## src/rtl/new_means_calc.sv

```systemverilog
// Centroid update: divides each coordinate sum by the cluster point count with
// a bit-serial restoring divider (one quotient bit per cycle, all lanes parallel).

module div_step #(
  parameter int W  = 22,
  parameter int CW = 10
) (
  input  logic [CW-1:0] rem,
  input  logic [W-1:0]  acc,
  input  logic [CW-1:0] div,
  output logic [CW-1:0] rem_nxt,
  output logic [W-1:0]  acc_nxt
);
  logic [CW:0] trial, diff;
  logic        ge;

  always_comb begin
    trial   = {rem, acc[W-1]};
    diff    = trial - {1'b0, div};
    ge      = (trial >= {1'b0, div});
    // remainder stays below the divisor, so CW bits always suffice
    rem_nxt = ge ? diff[CW-1:0] : trial[CW-1:0];
    acc_nxt = {acc[W-2:0], ge};
  end
endmodule

module new_means_calc #(
  parameter int dim              = 7,
  parameter int centroid_num     = 8,
  parameter int log2_cent_num    = 3,
  parameter int accum_cord_width = 22,
  parameter int cordinate_width  = 13,
  parameter int count_width      = 10
) (
  input  logic                              clk,
  input  logic                              rst_n,
  input  logic                              divider_en,
  input  logic [log2_cent_num-1:0]          cent_cnt,
  input  logic [dim*accum_cord_width-1:0]   accum_in,
  input  logic [count_width-1:0]            count_in,
  input  logic [dim*cordinate_width-1:0]    old_cent_in,
  output logic                              busy,
  output logic                              new_cent_valid,
  output logic [log2_cent_num-1:0]          cent_idx_out,
  output logic [dim*cordinate_width-1:0]    new_cent_out
);
  localparam int W  = accum_cord_width;
  localparam int C  = cordinate_width;
  localparam int SW = $clog2(W);

  if (centroid_num > (1 << log2_cent_num)) begin : g_chk
    $error("log2_cent_num too small for centroid_num");
  end

  typedef enum logic [1:0] {IDLE, DIVIDE, DONE} state_t;

  state_t                              state_q, state_d;
  logic [log2_cent_num-1:0]            idx_q, idx_d, idx_out_q, idx_out_d;
  logic [count_width-1:0]              cnt_q, cnt_d;
  logic [SW-1:0]                       step_q, step_d;
  logic [dim-1:0][W-1:0]               acc_q, acc_d, acc_nxt;
  logic [dim-1:0][count_width-1:0]     rem_q, rem_d, rem_nxt;
  logic [dim*C-1:0]                    out_q, out_d;

  for (genvar i = 0; i < dim; i++) begin : g_lane
    div_step #(.W(W), .CW(count_width)) u_step (
      .rem     (rem_q[i]),
      .acc     (acc_q[i]),
      .div     (cnt_q),
      .rem_nxt (rem_nxt[i]),
      .acc_nxt (acc_nxt[i])
    );
  end

  always_comb begin
    state_d   = state_q;
    idx_d     = idx_q;
    cnt_d     = cnt_q;
    step_d    = step_q;
    acc_d     = acc_q;
    rem_d     = rem_q;
    out_d     = out_q;
    idx_out_d = idx_out_q;
    case (state_q)
      IDLE: if (divider_en) begin
        idx_d  = cent_cnt;
        cnt_d  = count_in;
        step_d = '0;
        rem_d  = '0;
        for (int i = 0; i < dim; i++) acc_d[i] = accum_in[i*W +: W];
        if (count_in != '0) state_d = DIVIDE;
        else begin
          // empty cluster keeps its centroid
          state_d   = DONE;
          out_d     = old_cent_in;
          idx_out_d = cent_cnt;
        end
      end
      DIVIDE: begin
        acc_d  = acc_nxt;
        rem_d  = rem_nxt;
        step_d = step_q + 1'b1;
        if (step_q == SW'(W-1)) begin
          state_d   = DONE;
          idx_out_d = idx_q;
          for (int i = 0; i < dim; i++)
            out_d[i*C +: C] = (|acc_nxt[i][W-1:C]) ? {C{1'b1}} : acc_nxt[i][C-1:0];
        end
      end
      DONE:    state_d = IDLE;
      default: state_d = IDLE;
    endcase
  end

  always_ff @(posedge clk or negedge rst_n) begin
    if (!rst_n) begin
      state_q   <= IDLE;
      idx_q     <= '0;
      cnt_q     <= '0;
      step_q    <= '0;
      acc_q     <= '0;
      rem_q     <= '0;
      out_q     <= '0;
      idx_out_q <= '0;
    end else begin
      state_q   <= state_d;
      idx_q     <= idx_d;
      cnt_q     <= cnt_d;
      step_q    <= step_d;
      acc_q     <= acc_d;
      rem_q     <= rem_d;
      out_q     <= out_d;
      idx_out_q <= idx_out_d;
    end
  end

  assign busy           = (state_q != IDLE);
  assign new_cent_valid = (state_q == DONE);
  assign cent_idx_out   = idx_out_q;
  assign new_cent_out   = out_q;
endmodule

```

## config.mk

```make
export PLATFORM = sky130hd
export DESIGN_NAME = new_means_calc
export DESIGN_NICKNAME = d
export VERILOG_FILES = /design/src/rtl/new_means_calc.sv
export SDC_FILE = /design/constraint.sdc
export NUM_CORES = 1
export LEC_CHECK = 0
export ABC_AREA = 1
export CAP_MARGIN = 20
export CORE_UTILIZATION = 49
export DETAILED_ROUTE_END_ITERATION = 8
export PLACE_DENSITY = 0.88
export SLEW_MARGIN = 0
export SYNTH_ARGS = -nofsm -noshare
export SYNTH_HDL_FRONTEND = slang
export SYNTH_SLANG_ARGS = --single-unit
export TNS_END_PERCENT = 5
```

## constraint.sdc

```tcl
create_clock -name clk -period 2.2 [get_ports clk]
set_clock_uncertainty 0.2 [all_clocks]
set_input_delay 0.22 -clock clk [delete_from_list [all_inputs] [get_ports clk]]
set_output_delay 0.22 -clock clk [all_outputs]
set_load 0.005 [all_outputs]
```

# Yosys cells after proc, flatten, opt, wreduce, memory -nomap -nowiden
# Cells that the tools add are included.
dict set report totals {
  out_inout_bits 96
  register_bits 338
  inputBits 261
  wordCells 88
}
dict set report classes {
  eq_ne 6
  reduce_logical 15
  mux 32
  n_lt_le_gt_ge 7
  add_sub_neg 8
}
# cell count
set ops {}
lappend ops {{$pmux W154 S2} 1}
lappend ops {{$mux W91} 3}
lappend ops {{$pmux W91 S2} 1}
lappend ops {{$mux W154} 1}
lappend ops {{$pmux W70 S2} 1}
lappend ops {{$mux W13} 7}
lappend ops {{$ge A11 B10 Y1} 7}
lappend ops {{$mux W10} 7}
lappend ops {{$mux W70} 1}
lappend ops {{$sub A10 B10 Y10} 7}
lappend ops {{$reduce_or A9 Y1} 7}
lappend ops {{$pmux W5 S2} 1}
lappend ops {{$reduce_bool A10 Y1} 1}
lappend ops {{$mux W3} 3}
lappend ops {{$mux W2} 3}
lappend ops {{$ne A2 B2 Y1 const B} 3}
lappend ops {{$pmux W3 S2} 1}
lappend ops {{$reduce_and A2 Y1} 3}
lappend ops {{$add A5 B1 Y5 const B} 1}
lappend ops {{$eq A5 B5 Y1 const B} 1}
lappend ops {{$mux W5} 1}
lappend ops {{$pmux W2 S2} 1}
lappend ops {{$reduce_and A4 Y1} 1}
lappend ops {{$reduce_bool A2 Y1} 2}
lappend ops {{other kinds (3)} 3}

# Logic depth before layout (Yosys ltp)
# Gate-level depths: netlist of run 1.
dict set report logic_depth {
  depth_word 4
  ltp_mapped 13
  ltp_nobuf 13
}

# Cells and area by module
# A second synthesis of run 1 with hierarchy kept.
dict set report unflattened {
  hier_cells 3086
  hier_area_um2 22402.7
}
# mod instances area_per_inst_um2 cells_each seq_area_each_um2
set modules_own_cells {}
lappend modules_own_cells {new_means_calc 1 15812.7 1968 8458.1}
lappend modules_own_cells {{div_step at g_lane[0].u_step ...} 6 948.4 160 0.0}
lappend modules_own_cells {{div_step at g_lane[3].u_step} 1 899.6 158 0.0}

# Worst setup path after synthesis of run 1
# No wires, ideal clock.
dict set report synth_path {
  path_type {register to register}
  startpoint {register cnt_q[1]}
  endpoint {register rem_q[20] (netlist name)}
  path_buffers 1
  t_required_ns 1.870
  synth_period_minus_slack_ns 2.317
  arrival_time_ns 1.987
  path_slack_ns -0.117
  setup_time_ns 0.130
  path_stages_with_launch 12
  cell_sequence {dfrtp_1 -> inv_1 -> ha_1 -> nand2_1 -> nor2_1 -> nand2_1 -> nor2_1 -> nor2_1 -> clkbuf_1 -> nand3_1 -> nand3_1 -> o21ai_0}
}
dict set report synth_between {
  elab_chain_cells 3
}
# element line
set synth_lines {}
lappend synth_lines {{start, declared} 59} ;# logic [count_width-1:0] cnt_q, cnt_d;
lappend synth_lines {{start signal, assigned} 128} ;# cnt_q <= cnt_d;
lappend synth_lines {{$ge A11 B10 Y1} 20} ;# ge = (trial >= {1'b0, div});
lappend synth_lines {{$mux W10} 22} ;# rem_nxt = ge ? diff[CW-1:0] : trial[CW-1:0];
lappend synth_lines {{$pmux W70 S2} 84} ;# case (state_q)
lappend synth_lines {{end signal, assigned} 131} ;# rem_q <= rem_d;
lappend synth_lines {{end, declared} 62} ;# logic [dim-1:0][count_width-1:0] rem_q, rem_d, rem_nxt;
# Every way passes these cells.
# A chain may end at the register's enable or synchronous reset.

# Worst setup path after layout of run 1
dict set report layout_path {
  startpoint {register cnt_q[1]}
  endpoint {register rem_q[34] (netlist name)}
}
dict set report layout_between {
  elab_chain_cells 3
  word_cells_on_any_way 4
  classes_between {1 x add/sub; 1 x order compare; 2 x mux}
}
# element line
set layout_lines {}
lappend layout_lines {{$sub A10 B10 Y10 / $ge A11 B10 Y1 (equally long branches)} {19, 20}}
lappend layout_lines {{$mux W10 *} 22}
lappend layout_lines {{$pmux W70 S2 *} 84}
# Mark *: on every way between the ends. The rest lies on a longest branch, timed or not.

==> metrics.md, run 1 <==
| Metric | Value |
|---|---|
| Final Cycle Share | 1.02 |
| Commonest non-fill, non-tap cell in the layout | nand2_1 |
| Max Freq | 445 MHz |
| Placed wire-length estimate | 49500 µm |
| Layout Nets | 3548 |
| Clock Path Buffers | 3 |
| Cell count after synthesis | roughly 2.7k |
| Area contributors post-synth | dfrtp_1, nand2_1, nand3_1, inv_1, ha_1 |
| Final ANT Viol Nets | 0 |
| CP Max Fanout | 6 |
| Commonest cells after routing, fill and taps aside | nand2_1, nand3_1, clkdlybuf4s50_1, dfrtp_1, inv_1 |
| Largest area contributor in the netlist | dfrtp_1 |
| Iter 0 DRT Violations | 1954 |
| Vias in the first global route | 21.1k |
| Layout cell share with drive strength beyond 1 | 0.147 |
| Initial core utilization | 0.498 |
| Max-Cap Viols | 0 |
| Syn avg cell area | 7.32 µm² |
| Synth unique cells | 35 |
| Vias | between 20k and 25k |
| Number of remaining DRC errors | 0 |
| Pwr Density | 1900 mW/mm² |
| Yosys top cell area share | 0.425 |
| Detail-routed via count per cell | 5.71 |
| WL/cell | 18.9 µm |
| CTS Sinks | 338 |
| Worst path slowest cell | dfrtp_1 |
| Root buffer cell | clkbuf_16 |
| Setup violators final | 9 |
| # port buffers | 356 |
| Worst-Margin Slew | 0.548 ns |
| Final WS setup | -0.0495 ns |
| Worst EP arrival | 2.46 ns |
| Setup_tns | -0.162 ns |
| Internal reg-to-reg setup slack | -0.05 ns |
| # IOs | approximately 360 |
| Final hold slack | 0.0436 ns |
| CTS tree | built |
| Number of CTS-inserted buffers | 37 |
| Die width | a little over 200 µm |
| CP Cell Sequence | clkinvlp_4 > buf_8 > buf_4 > fa_2 > nand3_2 > nand2_4 > xnor2_1 > nand2_1 > nand3_1 > o21ai_1 |
| Setup CP Type | register to register |
| Area delta synth->final | 40.6% |
| Core area | 0.0399 mm² |
| GRT overflow | 0 |
| Worst VDD drop | around 0.00093 V |
| Routed WL | 71000 µm |
| Final Hold Viols | 0 |
| # rows | 73 |
| Max-slew violations | 0 |
| Relative slew slack | 0.634 |
| Synth Net Count | 3057 |
| CP endpoint kind | register |
| Mapped cell area | 0.0199 mm² |
| Worst-Skew Late Latency | between 0.5 and 0.6 ns |
| Max incr delay on CP | approximately 0.37 ns |
| Req. time, crit path | 2.41 ns |
| Yosys warnings | 0 |
| Lkg Pwr | 0.0136 µW |
| Largest net degree at the start of global routing | 84 |
| FF+latch count, synth | 338 |
| RePlAce Congestion | just under 1 |
| Status | complete, but fails checks |
| GRT Total Usage | 0.334 |
| Antenna violations before repair | 5 |
| TritonRoute pass-1 iters | 6 |
| First-pass GRT wire length | roughly 110000 µm |
| Die height | 203 µm |
| Worst-path clk slew | 0.06 ns |
| Post-synthesis sequential area ratio | 0.425 |
| # fillers | between 2k and 3k |
| H-tree levels | 2 |
| Period minus WS final | roughly 2.2 ns |
| Unrepaired setup endpoints after global routing | true |
| Failing checks | setup timing |
| HP Class | input pin to register |
| Die area | 0.0414 mm² |
| Setup crit start kind | register |
-- logic make-up after synthesis --
group | synth area share
compound gates | 0.0533
xor+xnor | 0.0101
fa+ha+maj | 0.0523
buf+inv | 0.0837
flops | 0.425
mux | 0.00226
simple gates | 0.373
-- final timing paths --
path | cells after the start | from | end
max reg2reg | 10 | cnt_q[1] | rem_q[34]
min reg2reg | 2 | new_cent_out[87] | new_cent_out[87]
min in group asynchronous | 2 | rst_n | acc_q[131]
min | 3 | accum_in[144] | acc_q[144]
max | 10 | cnt_q[1] | rem_q[34]
max in group asynchronous | 3 | rst_n | acc_q[102]
-- power by group --
group	internal, µW	total [µW]	switching (µW)	leakage (µW)
Combinational	15100	34500	19400	0.00903
Clock	4190	6930	2740	0.000653
Sequential	9540	11800	2210	0.00389
Total	28800	53200	24400	0.0136
-- worst max-delay path: cells and delay by family (launching register included) --
| family | cells | cell delay [ns] |
|---|---|---|
| buf+inv | 3 | 0.55 |
| xor+xnor | 1 | 0.19 |
| flops | 1 | 0.37 |
| compound gates | 1 | 0.10 |
| fa+ha+maj | 1 | 0.35 |
| simple gates | 4 | 0.35 |
-- timing repair --
item	in CTS	in global routing
hold buffers	1	0
gates resized for setup	40	201
pin swaps	3	31
endpoints found under the setup margin	73	92
endpoints found under the hold margin	338	0
cloned	0	7
buffers inserted	3	3
-- per-layer routing --
layer / GRT usage / wire (µm)
met5: 0 / 17
met4: 0.185 / 4240
met3: 0.0788 / 6940
met2: 0.540 / 33400
met1: 0.411 / 26400
-- metrics by stage --
stage          area (µm²)  instances  utilization  power, µW  worst slack, ns
2_1_floorplan       19900       2717            -      30000          -0.0492
3_3_place_gp        25500       3680        0.638      41000          -0.0814
3_5_place_dp        25500       3680        0.638      42100           -0.133
4_1_cts             27000       3750        0.677      49900          -0.0656
5_1_grt             28000       3764        0.700      57100           -0.144
6_report            28000       3764        0.700      53200          -0.0495
-- registers in the layout (all words and copies together) (netlist names) --
| signal | flops |
|---|---|
| rem_q | 70 |
| new_cent_out | 91 |
| idx_q | 3 |
| cent_idx_out | 3 |
| step_q | 5 |
| acc_q | 154 |
| cnt_q | 10 |
| state_q | 2 |
-- synth_stat cells --
library cell,instances
nand3b_1,53
a21oi_1,43
nand2_2,8
o31ai_1,3
xnor2_1,11
nand4_1,23
a32o_1,1
o211ai_1,6
clkbuf_1,34
buf_4,15
or2_2,6
a21oi_2,2
mux2_2,4
inv_1,244
nor2_4,1
xor2_1,12
o21ai_0,30
nand2_1,1044
o22ai_1,2
nand3_1,412
a221oi_1,62
fa_1,7
ha_1,72
o21bai_1,1
a211oi_1,1
or2_1,3
dfrtp_1,338
buf_6,11
inv_2,3
buf_2,70
buf_1,6
nor2_1,111
o21ai_1,6
nor3_1,71
and2_1,1
-- area by class of cell --
| cell class | instances | area [µm²] | area share |
|---|---|---|---|
| antenna | 4 | 10.0 | 0.000358 |
| clock buffer | 47 | 1030 | 0.0370 |
| clock inverter | 19 | 308 | 0.0110 |
| inverter | 247 | 947 | 0.0339 |
| multi-input combinational | 1996 | 10700 | 0.381 |
| sequential | 338 | 8460 | 0.303 |
| tap | 525 | 657 | 0.0235 |
| timing repair buffer | 588 | 5890 | 0.211 |
No activity file was read; power rests on OpenSTA's default activity.
==> run 2, diff against run 1 <==
--- a/config.mk
+++ b/config.mk
@@ -8,6 +8,7 @@
 export ABC_AREA = 1
 export CAP_MARGIN = 20
 export CORE_UTILIZATION = 49
+export CTS_BUF_LIST = sky130_fd_sc_hd__clkbuf_16
 export DETAILED_ROUTE_END_ITERATION = 8
 export PLACE_DENSITY = 0.88
 export SLEW_MARGIN = 0
==> metrics.md, run 2 (synthesized netlist as in run 1, its figures left out) <==
| Metric | Value |
|---|---|
| Routed WL | 70400 µm |
| Antenna violations before repair | 4 |
| Endpoint, Worst Hold | acc_q[144] |
| Commonest non-fill, non-tap cell in the layout | nand2_1 |
| Worst VDD drop | roughly 0.00092 V |
| GRT Total Usage | 0.332 |
| H-tree levels | 2 |
| Req. time, crit path | 2.45 ns |
| Die width | 203 µm |
| Placed wire-length estimate | 49500 µm |
| Layout cell share with drive strength beyond 1 | 0.144 |
| Iter 0 DRT Violations | 1871 |
| Area delta synth->final | 40.0% |
| Reg2reg start | cnt_q[5] |
| Unrepaired setup endpoints after global routing | true |
| TritonRoute pass-1 iters | 6 |
| # port buffers | ~360 |
| Final ANT Viol Nets | 0 |
| Met1 Use GR | 0.409 |
| Worst EP arrival | between 2 and 3 ns |
| Final Cycle Share | 1.02 |
| # IOs | 357 |
| # fillers | between 2k and 3k |
| Internal reg-to-reg setup slack | -0.05 ns |
| Worst-path clk slew | roughly 0.060 ns |
| Hold Crit Start | accum_in[144] |
| Failing checks | setup timing |
| Clock Path Buffers | 3 |
| Vias | 21.4k |
| Root buffer cell | clkbuf_16 |
| Die area | approximately 0.041 mm² |
| Largest net degree at the start of global routing | 84 |
| Max-Cap Viols | 0 |
| M2 GR Usage | 0.537 |
| RePlAce Congestion | 0.979 |
| Max Freq | ~440 MHz |
| Max reg flops | 154 |
| Worst-Skew Late Latency | around 0.55 ns |
| GRT overflow | 0 |
| # rows | 73 |
| Worst-Margin Slew | about 0.55 ns |
| Busiest metal layer after global routing | met2 |
| Final Util | 0.698 |
| CP endpoint kind | register |
| Number of CTS-inserted buffers | 37 |
| Tot Pwr | 52800 µW |
| Met3 usage | 0.0780 |
| Vias in the first global route | 21.1k |
| Initial core utilization | 0.498 |
| CP Max Fanout | 6 |
| Number of remaining DRC errors | 0 |
| Setup crit start kind | register |
| Worst r2r dst | rem_q[34] |
| HP Class | input pin to register |
| Commonest cells after routing, fill and taps aside | nand2_1, nand3_1, clkdlybuf4s50_1, dfrtp_1, inv_1 |
| Pwr Density | 1890 mW/mm² |
| Core area | about 0.040 mm² |
| Die height | approximately 200 µm |
| Reg with most FFs | acc_q |
| Status | complete, but fails checks |
| Relative slew slack | 0.635 |
| CTS Sinks | 338 |
| Period minus WS final | ~2.3 ns |
| Final Hold Viols | 0 |
| Layout Nets | 3548 |
| Setup CP Type | register to register |
| CTS tree | built |
| Final WS setup | -0.0526 ns |
| Setup violators final | 6 |
| Hold Path Stages | 3 |
| Max-slew violations | 0 |
| Detail-routed via count per cell | 5.69 |
| First-pass GRT wire length | 109000 µm |
| Lkg Pwr | 0.0135 µW |
| WL/cell | 18.7 µm |
| Worst reg-to-reg path cell count | 13 |
-- run 2: cell types whose count changed in the layout (fill, tap and decap cells not counted), moves of 2 or more --
| cell | delta |
|---|---|
| diode_2 | -2 |
| clkbuf_8 | -5 |
| inv_1 | +4 |
| o21ai_2 | -2 |
| ha_2 | +3 |
| clkinv_1 | +5 |
| ha_4 | -2 |
| clkbuf_1 | -4 |
| nand2_1 | +2 |
-- run 2: stage by stage --
step | std cells | worst slack [ns] | TNS (ns) | hold WS, ns | area [µm²]
finish | 3762 | -0.0526 | -0.0950 | 0.0445 | 27800
global route | 3762 | -0.144 | -4.38 | 0.0575 | 27800
CTS | 3750 | -0.0648 | -0.458 | 0.0366 | 27000
detailed placement | 3680 | -0.133 | -4.59 | 0.0163 | 25500
global placement | 3680 | -0.0814 | -1.32 | 0.0102 | 25500
floorplan | 2717 | -0.0492 | -0.897 | -0.276 | 19900
-- run 2: worst max-delay path by stage --
stage,from,endpoint,slack [ns],depth (start not counted)
floorplan,cnt_q[1],rem_q[4],-0.05,11
detailed placement,cnt_q[1],rem_q[0],-0.13,13
finish,cnt_q[5],rem_q[34],-0.05,13
CTS,cnt_q[6],new_cent_out[26],-0.06,11
global placement,cnt_q[1],rem_q[38],-0.08,12
global route,cnt_q[5],rem_q[34],-0.14,13
-- run 2: final cells by class --
| class | instances | area, µm² | share of cell area |
|---|---|---|---|
| antenna | 2 | 5.00 | 0.000180 |
| clock buffer | 38 | 951 | 0.0341 |
| clock inverter | 28 | 342 | 0.0123 |
| inverter | 247 | 945 | 0.0339 |
| multi-input combinational | 1996 | 10600 | 0.381 |
| sequential | 338 | 8460 | 0.304 |
| tap | 525 | 657 | 0.0236 |
| timing repair buffer | 588 | 5880 | 0.211 |
-- run 2: what timing repair did --
item | in CTS | in global routing
endpoints found under the hold margin | 338 | 0
gates cloned | 0 | 7
setup buffers | 3 | 3
pin swaps | 3 | 34
hold buffers | 1 | 0
setup endpoints to repair | 73 | 93
gates resized for setup | 40 | 192
-- run 2: power by group --
part           internal (µW)  total (µW)  switching, µW
combinational          15000       34300          19300
clock                   3990        6730           2740
sequential              9540       11700           2200
total                  28500       52800          24200
-- run 2: critical path: stages, from the launching register on --
cell and delay (ns):
dfrtp_1 0.36, inv_1 0.09, buf_6 0.16, ha_1 0.29
nand2_2 0.12, inv_1 0.06, a21oi_2 0.18, nand2_2 0.10
nand2_4 0.10, nand2_4 0.07, buf_6 0.13, nand2_1 0.05
nand3_1 0.10, o21ai_1 0.13
-- run 2: routing by layer --
metal / vias to the layer above / part of all wire
met1: 10100 / 0.38
li1: 9814 / -
met5: - / 0.00024
met2: 1175 / 0.47
met4: 2 / 0.059
met3: 270 / 0.093
